File: src/rtl/sm4_tau_pipe.sv
// SM4 tau / L / L' transform engine, two-stage elastic pipeline.
// Stage 1 holds S-box outputs, stage 2 holds the linear transform result.
module sm4_tau_pipe #(
    parameter int LANES = 4
) (
    input  logic                  clk,
    input  logic                  rst_n,
    input  logic                  in_valid,
    output logic                  in_ready,
    input  logic [1:0]            in_mode,
    input  logic [32*LANES-1:0]   in_data,
    output logic                  out_valid,
    input  logic                  out_ready,
    output logic [1:0]            out_mode,
    output logic [32*LANES-1:0]   out_data,
    output logic                  busy
);

    localparam int DW = 32 * LANES;

    // First table byte sits in the top bits so entry b lives at {~b, 3'b0}
    localparam logic [2047:0] SBOX_TBL = {
        128'hd690e9fe_cce13db7_16b614c2_28fb2c05,
        128'h2b679a76_2abe04c3_aa441326_49860699,
        128'h9c4250f4_91ef987a_33540b43_edcfac62,
        128'he4b31ca9_c908e895_80df94fa_758f3fa6,
        128'h4707a7fc_f37317ba_83593c19_e6854fa8,
        128'h686b81b2_7164da8b_f8eb0f4b_70569d35,
        128'h1e240e5e_6358d1a2_25227c3b_01217887,
        128'hd4004657_9fd32752_4c3602e7_a0c4c89e,
        128'heabf8ad2_40c738b5_a3f7f2ce_f96115a1,
        128'he0ae5da4_9b341a55_ad933230_f58cb1e3,
        128'h1df6e22e_8266ca60_c02923ab_0d534e6f,
        128'hd5db3745_defd8e2f_03ff6a72_6d6c5b51,
        128'h8d1baf92_bbddbc7f_11d95c41_1f105ad8,
        128'h0ac13188_a5cd7bbd_2d74d012_b8e5b4b0,
        128'h8969974a_0c96777e_65b9f109_c56ec684,
        128'h18f07dec_3adc4d20_79ee5f3e_d7cb3948
    };

    function automatic logic [7:0] sbox(input logic [7:0] b);
        logic [10:0] w_idx;
        w_idx = {~b, 3'b000};
        return SBOX_TBL[w_idx +: 8];
    endfunction

    function automatic logic [31:0] l_round(input logic [31:0] b);
        return b
             ^ {b[29:0], b[31:30]}
             ^ {b[21:0], b[31:22]}
             ^ {b[13:0], b[31:14]}
             ^ {b[7:0],  b[31:8]};
    endfunction

    function automatic logic [31:0] l_key(input logic [31:0] b);
        return b
             ^ {b[18:0], b[31:19]}
             ^ {b[8:0],  b[31:9]};
    endfunction

    logic          r_s1_valid;
    logic [1:0]    r_s1_mode;
    logic [DW-1:0] r_s1_data;
    logic          r_s2_valid;
    logic [1:0]    r_s2_mode;
    logic [DW-1:0] r_s2_data;

    logic          w_s2_adv;
    logic          w_s1_adv;
    logic          w_push;
    logic [DW-1:0] w_tau;
    logic [DW-1:0] w_lin;

    assign w_s2_adv = !r_s2_valid || out_ready;
    assign w_s1_adv = !r_s1_valid || w_s2_adv;
    assign w_push   = in_valid && w_s1_adv;

    always_comb begin
        w_tau = '0;
        for (int i = 0; i < 4 * LANES; i++) begin
            if (in_mode == 2'b11) begin
                w_tau[8*i +: 8] = in_data[8*i +: 8];
            end else begin
                w_tau[8*i +: 8] = sbox(in_data[8*i +: 8]);
            end
        end
    end

    always_comb begin
        w_lin = r_s1_data;
        for (int k = 0; k < LANES; k++) begin
            case (r_s1_mode)
                2'b01:   w_lin[32*k +: 32] = l_round(r_s1_data[32*k +: 32]);
                2'b10:   w_lin[32*k +: 32] = l_key(r_s1_data[32*k +: 32]);
                default: w_lin[32*k +: 32] = r_s1_data[32*k +: 32];
            endcase
        end
    end

    always_ff @(posedge clk or negedge rst_n) begin
        if (!rst_n) begin
            r_s1_valid <= 1'b0;
            r_s1_mode  <= 2'b00;
            r_s1_data  <= '0;
        end else if (w_s1_adv) begin
            r_s1_valid <= in_valid;
            if (w_push) begin
                r_s1_mode <= in_mode;
                r_s1_data <= w_tau;
            end
        end
    end

    // Data only moves with a real beat so a stalled or empty output holds its value
    always_ff @(posedge clk or negedge rst_n) begin
        if (!rst_n) begin
            r_s2_valid <= 1'b0;
            r_s2_mode  <= 2'b00;
            r_s2_data  <= '0;
        end else if (w_s2_adv) begin
            r_s2_valid <= r_s1_valid;
            if (r_s1_valid) begin
                r_s2_mode <= r_s1_mode;
                r_s2_data <= w_lin;
            end
        end
    end

    assign in_ready  = w_s1_adv;
    assign out_valid = r_s2_valid;
    assign out_mode  = r_s2_mode;
    assign out_data  = r_s2_data;
    assign busy      = r_s1_valid | r_s2_valid;

endmodule

File: config.mk
export PLATFORM = sky130hd
export DESIGN_NAME = sm4_tau_pipe
export DESIGN_NICKNAME = d
export VERILOG_FILES = /design/src/rtl/sm4_tau_pipe.sv
export SDC_FILE = /design/constraint.sdc
export NUM_CORES = 2
export LEC_CHECK = 0
export ABC_CLOCK_PERIOD_IN_PS = 1900
export CAP_MARGIN = 10
export CORE_MARGIN = 5
export CORE_UTILIZATION = 45
export CTS_BUF_LIST = sky130_fd_sc_hd__clkbuf_8
export DETAILED_ROUTE_END_ITERATION = 12
export PLACE_DENSITY_LB_ADDON = 0.12
export SLEW_MARGIN = 20
export SYNTH_ARGS = -nofsm -noshare
export SYNTH_HDL_FRONTEND = slang
export SYNTH_SLANG_ARGS = --single-unit
File: constraint.sdc
create_clock -name clk -period 1.9 [get_ports clk]
set_input_delay 0.38 -clock clk [delete_from_list [all_inputs] [get_ports clk]]
set_output_delay 0.38 -clock clk [all_outputs]
set_load 0.03 [all_outputs]
==> key figures <==
Run status
  – Status: finished with violations
  – Failing checks: setup timing

STA
  – Final number of hold-violating endpoints: 0
  – Count of final max-slew check failures: 0
  – Final Cycle Share: 119%
  – Final min period: 2.25 ns
  – Final setup viols: 98
  – Fmax: 444 MHz
  – PnR worst setup slack: -0.353 ns
  – Worst slew margin: 53.6%
  – Clk_skew: 0.0398 ns
  – RSZ-0062 raised after global routing: true
  – Worst Tran Pin Value: 0.687 ns

Floorplan
  – Area of the die: 0.162 sq mm
  – Die width: 403 um
  – Io pins: 267
  – CORE AREA: 0.154 sq mm
  – Core Rows: 144
  – Initial Util: 45.1%
  – DIE HEIGHT: 403 um

Critical path
  – CP Capture Type: register
  – CP max-delay cell: dfrtp_1
  – Crit path max-delay family: XOR/XNOR gates
  – Critical Path AT: 2.91 ns
  – Worst EP required: 2.55 ns
  – Worst-path fanout max: 3
  – Delay of the slowest cell on the worst path: 0.65 ns
  – Cells along the critical path: xnor2_2, xnor2_1, xnor2_1, a21oi_1, nor2_1, a21oi_1, o21ai_1
  – Worst Setup Start Kind: register
  – WS Path Type: register to register
  – CP bufs+invs: 0

Cells and area
  – Commonest non-fill, non-tap cells in the layout: 3528 x buf_4, 968 x a21oi_1, 953 x nand2_1, 745 x nor2_1, 698 x o21ai_0
  – Post-Layout Cell Count: 15700
  – Final Cell Area: 0.112 sq mm
  – Net count, final: 13900
  – Share of cells above drive strength 1: 42.8%
  – Area Overhead vs Synth: 61.1%
  – Most common cell after layout, fill and taps aside: buf_4

Routing
  – # DRC: 0
  – Drt first pass iters: 10
  – DR WL/cell: 28.4 um
  – Number of antenna-violating nets in the routed design: 0
  – Vias post-DR: 111000
  – Drt total wl: 445000 um
  – DR iter-0 viols: 21600
  – Via density: 7.09

Place
  – Dpl cells: 15300
  – IO buf count: 266
  – Placer Congestion: 1.15
  – DPL Wire Length: 326000 um
  – Area post-placement: 0.101 sq mm

Clock network
  – Worst-skew pair later-pin latency: 0.77 ns
  – CTS tree: done
  – H-tree levels: 2
  – CTS clock-pin slew for the worst setup and hold paths: 0.07 ns
  – Clock sink count: 262
  – Inserted Clock Buffers: 55
  – Root Driver: clkbuf_8
  – Longest Clk Path Bufs: 3

Synthesis
  – Syn Inst Count: 10700
  – Cell Area, Synth: 0.0694 sq mm
  – Distinct cells, synth: 105
  – #FFs+latches synth: 262
  – Cell taking the most area after synthesis: dfrtp_1
  – Seq/Total Area, Yosys: 9.45%
  – Post-synth ARST share: 100%
  – Main synth FF type: dfrtp_1
  – Avg Inst Size Synth: 6.49 sq um
  – Syn_nets: 11000
  – Yosys warns: 0
  – Post-synth EDFFs: 0
  – Post-synth top area share: 9.45%
  – Synth area leaders: dfrtp_1 9.5%, a21oi_1 8.2%, o21ai_0 6.9%, nand2_1 5.4%, xnor2_1 5.2%

GRT
  – Initial antenna violation count: 28
  – Total track usage: 48.7%
  – Number of global-route vias before repair: 101000
  – Largest net degree at the start of global routing: 63
  – Overflow after GRT: 0
  – Global-route wire length before repair: 629000 um

Run
  – Total of max-cap violations: 0

Power and ir drop
  – Power, Total: 69.4 mW
  – Power Density: 621 mW/mm^2
  – Static Leak: 47.0 nW
  – Worst vdd ir: 0.00106 V

Worst hold path
  – Hold WC Path Type: primary input to register
final timing paths:
check | slack [ns] | cells after the start | start | end
min in group asynchronous | 0.17 | 2 | rst_n | r_s1_data[113]
hold / removal | 0.16 | 4 | in_data[38] | r_s1_data[38]
hold reg to reg | 0.49 | 2 | out_data[120] | out_data[120]
setup / recovery | -0.35 | 7 | r_s1_data[84] | out_data[94]
max in group asynchronous | 0.98 | 3 | rst_n | r_s1_data[82]
setup reg to reg | -0.35 | 7 | r_s1_data[84] | out_data[94]
sequential cells by signal, summed over array words and instances, names as in the netlist:
signal and flops:
out_data 128, r_s1_data 128, out_mode 2, r_s1_valid 1, out_valid 1, r_s1_mode 2
metrics by stage:
step / hold WS, ns / setup TNS [ns] / worst slack, ns / util (%)
after global routing: 0.168 / -11.64 / -0.396 / 72.7
after CTS: 0.102 / -0.592 / -0.157 / 68.6
after global placement: 0.325 / -148.70 / -1.70 / 65.9
after detailed placement: 0.324 / -152.06 / -1.57 / 65.9
after floorplan: 0.0844 / -28.52 / -0.484 / -
final: 0.157 / -5.98 / -0.353 / 72.7
synthesized netlist by cell type (all sizes together) (29+ instances only):
master      n
mux2       30
nor4       40
and3       41
a32oi      33
o211a      29
a31oi     265
or2        85
o311a      43
nor3      470
ha        210
o31ai     122
a311o      38
nor2b     221
nand4      35
a211o      62
xnor2     408
nor2      858
and2       87
o21ai     975
a311oi    189
o22ai      69
nand3     356
a211oi    267
nand2    1008
o221ai     54
o211ai    253
a21o      175
or3        49
inv       155
dfrtp     262
mux4      119
a221oi     78
clkbuf    815
o21a       35
xor2       48
o311ai    152
mux2i      86
buf       561
a21oi    1140
o2111ai    56
nand2b    289
nand3b     33
a2111oi    74
logic make-up (layout without fill, tap and decap cells):
kind of cell    after synthesis  count (layout)  share of synthesized area, %
mux                         235             235                          5.59
xor+xnor                    458             458                          5.83
other cells                   0              20                             0
flops                       262             262                          9.45
simple gates               3638            3638                          24.9
buf+inv                    1555            4460                          9.68
fa+ha+maj                   211             211                          3.80
compound gates             4327            4327                          40.8
where the power goes:
group	switching (mW)	total, mW	internal, mW
clock	3.32	7.42	4.10
combinational	29.5	52.1	22.6
sequential	2.67	9.88	7.20
total	35.5	69.4	34.0
cell type report:
type | count | area, sq um
Sequential cell | 262 | 6610
Fill cell | 12200 | 41900
Timing Repair Buffer | 4177 | 35900
Inverter | 179 | 1000
Multi-Input combinational cell | 8869 | 64400
Tap cell | 2044 | 2560
Antenna cell | 20 | 50.0
Timing Repair inverter | 1 | 11.3
Clock buffer | 68 | 936
Clock inverter | 35 | 352
routing by layer:
metal	share of wire [%]	vias to the layer above	track usage [%]	wire [um]
met5	0.0074	-	0	33
met4	8.6	6	27.6	38100
met3	16	3192	16.5	72900
met2	40	11000	70.6	179000
met1	35	51100	62.9	156000
li1	-	45700	-	-
worst min-delay path, delay by kind of cell:
| kind | cells | cell delay, ns |
|---|---|---|
| AOI/OAI and AO/OA | 1 | 0.08 |
| buffers and inverters | 2 | 0.35 |
| and+or+nand+nor | 1 | 0.06 |
what timing repair did:
item                                    4_1_cts  5_1_grt
hold buffers                                  1        0
pin swaps                                   134      399
cloned                                        6       21
setup buffers                                87      158
endpoints found under the hold margin       239        0
endpoints found under the setup margin      346      251
gates resized for setup                    1016     1180
(Power assumes the default switching activity.)
